<file path="config.mk">
export PLATFORM = sky130hd
export DESIGN_NAME = vga_timing_controller
export DESIGN_NICKNAME = d
export VERILOG_FILES = /design/src/rtl/vga_timing_controller.sv
export SDC_FILE = /design/constraint.sdc
export NUM_CORES = 1
export LEC_CHECK = 0
export CAP_MARGIN = 20
export CORE_ASPECT_RATIO = 1.5
export CORE_UTILIZATION = 40
export CTS_BUF_LIST = sky130_fd_sc_hd__clkbuf_8
export CTS_CLUSTER_DIAMETER = 60
export CTS_CLUSTER_SIZE = 24
export DETAILED_ROUTE_END_ITERATION = 6
export GPL_TIMING_DRIVEN = 0
export PLACE_DENSITY = 0.68
export SYNTH_ARGS = -nofsm -noshare
export SYNTH_HDL_FRONTEND = slang
export SYNTH_SLANG_ARGS = --single-unit
export TNS_END_PERCENT = 20
</file>
<file path="constraint.sdc">
create_clock -name clk -period 3.5 [get_ports clk]
set_input_delay 0.35 -clock clk [delete_from_list [all_inputs] [get_ports clk]]
set_output_delay 0.35 -clock clk [all_outputs]
set_load 0.05 [all_outputs]
</file>
<file path="src/rtl/vga_timing_controller.sv">
// VGA raster timing generator: pixel-rate divider, horizontal/vertical
// counters, sync pulses, visible-area flag and line/frame markers.
// Stopping is deferred to the end of the current frame so the monitor never
// sees a truncated frame.
//
// Handshake: there is no valid/ready pair here. `enable` is a level request;
// it is sampled every clk, and a drop only takes effect at the last pixel of
// the frame (the raster keeps running in STOP_PEND until then).
//
// All outputs, including state_dbg, come straight from flops. Each output flop
// is loaded from the *next* counter/state values, so an output always
// describes the counters' current values in the same clk.
module vga_timing_controller #(
  parameter int CLK_DIV  = 2,
  parameter int H_ACTIVE = 640,
  parameter int H_FRONT  = 16,
  parameter int H_SYNC   = 96,
  parameter int H_BACK   = 48,
  parameter int V_ACTIVE = 480,
  parameter int V_FRONT  = 10,
  parameter int V_SYNC   = 2,
  parameter int V_BACK   = 33,
  parameter int SYNC_POL = 0
) (
  input  logic       clk,
  input  logic       reset,
  input  logic       enable,
  output logic       pix_tick,
  output logic       hsync,
  output logic       vsync,
  output logic       video_on,
  output logic [9:0] pixel_x,
  output logic [9:0] pixel_y,
  output logic       line_start,
  output logic       frame_start,
  output logic [1:0] state_dbg
);

  localparam int H_TOTAL = H_ACTIVE + H_FRONT + H_SYNC + H_BACK;
  localparam int V_TOTAL = V_ACTIVE + V_FRONT + V_SYNC + V_BACK;

  localparam logic [3:0] DIV_LAST = 4'(CLK_DIV - 1);
  localparam logic [9:0] H_LAST   = 10'(H_TOTAL - 1);
  localparam logic [9:0] V_LAST   = 10'(V_TOTAL - 1);
  localparam logic [9:0] H_VIS    = 10'(H_ACTIVE);
  localparam logic [9:0] V_VIS    = 10'(V_ACTIVE);
  localparam logic [9:0] HS_START = 10'(H_ACTIVE + H_FRONT);
  localparam logic [9:0] HS_END   = 10'(H_ACTIVE + H_FRONT + H_SYNC);
  localparam logic [9:0] VS_START = 10'(V_ACTIVE + V_FRONT);
  localparam logic [9:0] VS_END   = 10'(V_ACTIVE + V_FRONT + V_SYNC);
  localparam logic       SYNC_ACT = (SYNC_POL != 0);
  localparam logic       SYNC_OFF = !SYNC_ACT;

  typedef enum logic [1:0] {
    IDLE      = 2'd0,
    RUN       = 2'd1,
    STOP_PEND = 2'd2
  } state_t;

  state_t     state_q, state_d;
  logic [3:0] div_cnt_q, div_cnt_d;
  logic [9:0] h_cnt_q, h_cnt_d;
  logic [9:0] v_cnt_q, v_cnt_d;

  logic       tick;
  logic       frame_end;

  logic       pix_tick_q, pix_tick_d;
  logic       hsync_q, hsync_d;
  logic       vsync_q, vsync_d;
  logic       video_on_q, video_on_d;
  logic [9:0] pixel_x_q, pixel_x_d;
  logic [9:0] pixel_y_q, pixel_y_d;
  logic       line_start_q, line_start_d;
  logic       frame_start_q, frame_start_d;
  logic       active_d;

  // Next state and next raster position: divider, h wrap, v wrap, deferred stop.
  always_comb begin
    state_d   = state_q;
    div_cnt_d = div_cnt_q;
    h_cnt_d   = h_cnt_q;
    v_cnt_d   = v_cnt_q;
    tick      = (state_q != IDLE) && (div_cnt_q == DIV_LAST);
    frame_end = tick && (h_cnt_q == H_LAST) && (v_cnt_q == V_LAST);

    if (state_q != IDLE) begin
      if (tick) begin
        div_cnt_d = '0;
        if (h_cnt_q == H_LAST) begin
          h_cnt_d = '0;
          v_cnt_d = (v_cnt_q == V_LAST) ? 10'd0 : v_cnt_q + 10'd1;
        end else begin
          h_cnt_d = h_cnt_q + 10'd1;
        end
      end else begin
        div_cnt_d = div_cnt_q + 4'd1;
      end
    end

    case (state_q)
      IDLE: begin
        div_cnt_d = '0;
        h_cnt_d   = '0;
        v_cnt_d   = '0;
        if (enable) state_d = RUN;
      end
      RUN: begin
        if (!enable) state_d = STOP_PEND;
      end
      STOP_PEND: begin
        if (enable)         state_d = RUN;
        else if (frame_end) state_d = IDLE;
      end
      default: state_d = IDLE;
    endcase
  end

  // Output values describing the next raster position, loaded into output flops.
  always_comb begin
    active_d      = (state_d != IDLE);
    pix_tick_d    = active_d && (div_cnt_d == DIV_LAST);
    hsync_d       = (active_d && (h_cnt_d >= HS_START) && (h_cnt_d < HS_END)) ? SYNC_ACT : SYNC_OFF;
    vsync_d       = (active_d && (v_cnt_d >= VS_START) && (v_cnt_d < VS_END)) ? SYNC_ACT : SYNC_OFF;
    video_on_d    = active_d && (h_cnt_d < H_VIS) && (v_cnt_d < V_VIS);
    pixel_x_d     = video_on_d ? h_cnt_d : 10'd0;
    pixel_y_d     = video_on_d ? v_cnt_d : 10'd0;
    // h_cnt only lands on 0 by wrapping or by leaving IDLE; mark that first clk.
    line_start_d  = active_d && (h_cnt_d == 10'd0) && ((state_q == IDLE) || (h_cnt_q != 10'd0));
    frame_start_d = line_start_d && (v_cnt_d == 10'd0);
  end

  // State, counters and output registers with synchronous reset to IDLE values.
  always_ff @(posedge clk) begin
    if (reset) begin
      state_q       <= IDLE;
      div_cnt_q     <= '0;
      h_cnt_q       <= '0;
      v_cnt_q       <= '0;
      pix_tick_q    <= 1'b0;
      hsync_q       <= SYNC_OFF;
      vsync_q       <= SYNC_OFF;
      video_on_q    <= 1'b0;
      pixel_x_q     <= '0;
      pixel_y_q     <= '0;
      line_start_q  <= 1'b0;
      frame_start_q <= 1'b0;
    end else begin
      state_q       <= state_d;
      div_cnt_q     <= div_cnt_d;
      h_cnt_q       <= h_cnt_d;
      v_cnt_q       <= v_cnt_d;
      pix_tick_q    <= pix_tick_d;
      hsync_q       <= hsync_d;
      vsync_q       <= vsync_d;
      video_on_q    <= video_on_d;
      pixel_x_q     <= pixel_x_d;
      pixel_y_q     <= pixel_y_d;
      line_start_q  <= line_start_d;
      frame_start_q <= frame_start_d;
    end
  end

  assign pix_tick    = pix_tick_q;
  assign hsync       = hsync_q;
  assign vsync       = vsync_q;
  assign video_on    = video_on_q;
  assign pixel_x     = pixel_x_q;
  assign pixel_y     = pixel_y_q;
  assign line_start  = line_start_q;
  assign frame_start = frame_start_q;
  assign state_dbg   = state_q;

endmodule

</file>
# ---- After elaboration in Yosys (flattened, before gate mapping)
# Index checks and enable logic that the tools add are counted.
dict set report classes {
  n_mux 19
  add_sub_neg 3
  order_cmp 6
  reduce_logical 21
  n_bitwise 1
  n_eq_ne 6
}
# op count
set ops {}
lappend ops {{$mux 10} 9}
lappend ops {{$add 10x1->10 const B} 2}
lappend ops {{$eq 10x10->1 const B} 2}
lappend ops {{$logic_not 10->1} 2}
lappend ops {{$lt 10x10->1 const B} 2}
lappend ops {{$lt 10x9->1 const B} 2}
lappend ops {{$logic_and 1x1->1} 13}
lappend ops {{$mux 4} 3}
lappend ops {{$ge 10x10->1 const B} 1}
lappend ops {{$ge 10x9->1 const B} 1}
lappend ops {{$reduce_bool 10->1} 1}
lappend ops {{$eq 4x1->1 const B} 2}
lappend ops {{$mux 2} 4}
lappend ops {{$pmux 2 s3} 1}
lappend ops {{$add 4x1->4 const B} 1}
lappend ops {{$reduce_bool 2->1} 2}
lappend ops {{$eq 2x1->1 const B} 1}
lappend ops {{$eq 2x2->1 const B} 1}
lappend ops {{$logic_not 2->1} 1}
lappend ops {{$mux 1} 2}
lappend ops {{$reduce_or 2->1} 1}
lappend ops {{$logic_or 1x1->1} 1}
lappend ops {{$not 1->1} 1}
dict set report word_totals {
  input_bits 3
  output_inout_bits 28
  elab_cells 68
  regBits 52
}

# ---- Longest topological paths before layout
dict set report depth {
  word_depth 12
  mapped_depth 10
  depth_no_buf 8
}

# ---- Least setup slack after synthesis
# Ideal clock, no wire load.
dict set report synth_timing {
  path_kind {reg2reg}
  start {register div_cnt_q[0]}
  end {register vsync_q (netlist: vsync)}
  period_less_slack_ns 2.714
  t_required_ns 3.366
  setup_slack_ns 0.786
  path_stages_with_launch 9
  arrival_time_ns 2.580
  setup_ns 0.134
  path_buffers 1
  cell_sequence {dfxtp_1 -> ha_1 -> or3b_1 -> buf_2 -> or4_4 -> nor4_4 -> o21ai_1 -> nor4_2 -> or4b_1}
}
dict set report synth_via {
  elab_chain_len 11
  word_cells_on_any_way 16
  cone_classes {order compare (2); eq/ne (1); mux (7); reduce/logical (6)}
}
# item line
set synth_rtl {}
lappend synth_rtl {{start, declared} 61} ;# logic [3:0] div_cnt_q, div_cnt_d;
lappend synth_rtl {{start signal, assigned} 150} ;# div_cnt_q <= div_cnt_d;
lappend synth_rtl {{$eq 4x1->1 *} 84} ;# tick = (state_q != IDLE) && (div_cnt_q == DIV_LAST);
lappend synth_rtl {{$logic_and 1x1->1 *} 84}
lappend synth_rtl {{parallel branches: the longest is 7 deep, another holds $ge 10x9->1} n/a}
lappend synth_rtl {{$logic_and 1x1->1 *} 124} ;# vsync_d = (active_d && (v_cnt_d >= VS_START) && (v_cnt_d < VS_END)) ? SYNC_ACT : SYNC_OFF;
lappend synth_rtl {{$mux 1 *} 124}
lappend synth_rtl {{end signal, assigned} 155} ;# vsync_q <= vsync_d;
lappend synth_rtl {{end, declared} 70} ;# logic vsync_q, vsync_d;
# Every way passes the cells marked *.
# A chain may end at the register's enable or synchronous reset.

# ---- Final worst setup path
dict set report layout_timing {
  start {register div_cnt_q[0]}
  end {register pixel_x_q[0] (netlist: pixel_x[0])}
}
dict set report layout_via {
  elab_chain_len 12
  word_cells_on_any_way 20
  cone_classes {order compare (2); eq/ne (1); mux (9); bitwise (1); reduce/logical (7)}
}
# item line
set layout_rtl {}
lappend layout_rtl {{$eq 4x1->1 *} 84}
lappend layout_rtl {{$logic_and 1x1->1 *} 84}
lappend layout_rtl {{parallel branches: the longest is 10 deep, another holds $lt 10x10->1} n/a}
lappend layout_rtl {{end signal, assigned} 157} ;# pixel_x_q <= pixel_x_d;
lappend layout_rtl {{end, declared} 72} ;# logic [9:0] pixel_x_q, pixel_x_d;
# Marks and branches as above.

==> results.md <==
- Synth Warn #: 0
- WL per Instance: between 10 and 15 um
- CP max FO: 10
- Layout cells sized above 1: under 10%
- Std-Cell Rows: 33
- Dpl cell area: between 0.002 and 0.003 sq mm
- N_diodes: 0
- Total Wirelength: roughly 5.4 mm
- # Max-Cap Violations: 0
- Worst EP required: approximately 3.7 ns
- Synth area leaders: dfxtp_1 45%, nor3_1 5.9%, nor2_1 4.6%
- RePlAce Congestion: roughly 0.9
- Design area: ~0.0028 sq mm
- RSZ-0062 raised after global routing: no
- Worst-Margin Slew: 0.7025 ns
- Cell taking the most area after synthesis: dfxtp_1
- Vias per cell: 5.538
- # fillers: 564
- Initial antenna violation count: 0
- PwrDens: ~370 mW/mm^2
- Core area: approximately 0.0055 sq mm
- First-pass GRT wire length: about 8.9 mm
- Largest net degree at the start of global routing: 16
- Gr usage total: a little under a fifth
- Clock sinks: 52
- WP buf/inv: 2
- Mapped Area: between 0.002 and 0.0025 sq mm
- Ports: 31
- Final clock skew: 0.008015 ns
- Syn Nets: between 200 and 300
- Worst IR Drop VDD: between 0.2 and 0.3 mV
- Fmax: about 330 MHz
- Minimum clock period: between 2 and 3 ns
- Slew headroom: 52.57%
- Via count: a little over 2000
- Final setup fails: 0
- Number of buffers created by CTS: 5
- Status: finished clean
- Crit path max-delay family: simple AND/OR/NAND/NOR gates
- Root Driver: clkbuf_8
- Post-synth top flop: dfxtp_1
- Clk Latency, worst-skew pair: about 0.3 ns
- DIE AREA: 0.006088 sq mm
- DRT iter0 DRCs: approximately 120
- Post-CTS setup buffers: 0
- Startpoint Class: flop
- Seq cells post-synth: 52
- Slowest CP cell: or4_4
- HP Class: flop to flop
- Cells after synthesis: between 200 and 300
- Resize count post-CTS: 0
- Post-DP HPWL: roughly 4.1 mm
- Critical setup path kind: flop to flop
- Post-synthesis sequential area ratio: between 40 and 50%
- Fin. Hold Viols: 0
- Pleak: 0.9369 nW
- Async set-or-reset flop fraction in the synthesized netlist: 0%
- Mean Syn Cell Area: just under 9 sq um
- Nets: 310
- Yosys top cell area share: 45.07%
- Final setup TNS: 0 ns
- CP cell instances: ha_1, or3b_1, buf_2, or4_4, nor3_1, xnor2_1, o221ai_1, clkbuf_1, nor4_1
- Area growth, synth to finish: 21.07%
- Max H-tree Level: 2
- Clk slew on worst S/H paths: about 0.090 ns
- TritonCTS clock tree: built
- CP Capture Type: flop
- Final Max Tran Viols: 0
- Vias in the first global route: 1921
- Max Root-Sink Buffers: 2
- Residual DRC: 0
- Critical path arrival: approximately 3.2 ns
- Die W: between 60 and 70 um
- CTS Hold Bufs: 0
- Detail Route Antenna Nets: 0
- EDFF count, synth: 0
- # port buffers: 30
- Starting density of the core: 41.75%
- Overflow after GRT: 0
- Initial DRT Pass Iterations: 4
- Max incr delay on CP: about 0.53 ns
- Most frequent cells after synthesis: 52 x dfxtp_1, 28 x nor2_1, 27 x nor3_1, 16 x nor4_1, 14 x nand2_1
- Count leader, synth: dfxtp_1
- Yosys cell types: 45
- Fin crit share: roughly 86%
- Die height: 95.07 um
## layout by cell type, fill, tap and decap left out, drive strengths merged, types with 2 or more instances in the layout
cell type      instances
nor2b                  2
or3                    5
and3                   5
nand4                  7
clkdlybuf4s50         30
a31oi                  2
nor4                  19
nor2                  28
or4b                   2
clkbuf                17
a21oi                  8
nand2                 14
or2                    2
o31a                   3
nor4b                  2
xor2                   7
ha                     6
a311oi                 3
nor3                  27
o221ai                 2
nand3                 13
inv                    9
xnor2                 10
dfxtp                 52
o21ai                  7
or3b                   2
buf                    4
## routing by layer
metal / track usage (%) / up-vias / wire length (um)
met3: 2.632 / 17 / 196
met1: 21.87 / 948 / 2180
li1: - / 1030 / -
met5: 0 / - / 0
met2: 33.16 / 65 / 2803
met4: 10.04 / 0 / 195
## worst paths after layout
path / start / end / slack [ns] / cells after the start
worst max-delay path: div_cnt_q[0] / pixel_x[0] / 0.51 / 9
worst min-delay path: div_cnt_q[0] / div_cnt_q[0] / 0.50 / 1
worst max register to register: div_cnt_q[0] / pixel_x[0] / 0.51 / 9
worst min register to register: div_cnt_q[0] / div_cnt_q[0] / 0.50 / 1
## through the flow
step | total power, mW | std cells | setup slack [ns] | utilization [%] | hold slack [ns]
3_5_place_dp | 0.6943 | 363 | 0.5167 | 48.76 | 0.5011
2_1_floorplan | 0.6686 | 263 | 0.7864 | - | 0.4293
6_report | 1.026 | 372 | 0.5052 | 50.54 | 0.5048
3_3_place_gp | 0.6934 | 363 | 0.5404 | 48.76 | 0.4824
4_1_cts | 1.036 | 371 | 0.4887 | 50.45 | 0.5143
5_1_grt | 1.069 | 372 | 0.2683 | 50.54 | 0.5519
## sequential cells by signal, summed over array words and instances (netlist names)
| name | cells |
|---|---|
| div_cnt_q | 4 |
| frame_start | 1 |
| h_cnt_q | 10 |
| hsync | 1 |
| line_start | 1 |
| pix_tick | 1 |
| pixel_x | 10 |
| pixel_y | 10 |
| state_dbg | 2 |
| v_cnt_q | 10 |
| video_on | 1 |
| vsync | 1 |
## worst register-to-register path, delay by kind of cell (launching register included)
kind            cells  cell delay [ns]
xor+xnor            1             0.24
fa+ha+maj           1             0.17
flops               1             0.39
compound gates      1             0.20
buf+inv             2             0.48
simple gates        4             1.42
## kinds of logic after synthesis
group / after synthesis / share of synthesized area [%]
adders and majority gates: 6 / 3.250
and+or+nand+nor: 133 / 31.96
xor gates and xnor gates: 17 / 6.446
buffers and inverters: 22 / 3.792
other: 1 / 0.1624
muxes: 1 / 0.4334
DFF: 52 / 45.07
AOI/OAI and AO/OA: 31 / 8.885
## report_power, final
| part | switching [mW] | total, mW | internal [mW] |
|---|---|---|---|
| Sequential | 0.00404 | 0.601 | 0.597 |
| Clock | 0.187 | 0.345 | 0.158 |
| Combinational | 0.0559 | 0.0798 | 0.0239 |
| Total | 0.247 | 1.03 | 0.779 |
## layout make-up
type	count	area (sq um)	area share, %
multi-input cells	189	1181	42.24
clock inverters	2	11.26	0.4027
well taps	70	87.58	3.132
clock buffers	6	82.58	2.953
plain buffers	14	57.56	2.058
inverters	8	30.03	1.074
flip-flops and latches	52	1041	37.23
repair buffers	31	305.3	10.92
(Power assumes the default switching activity.)
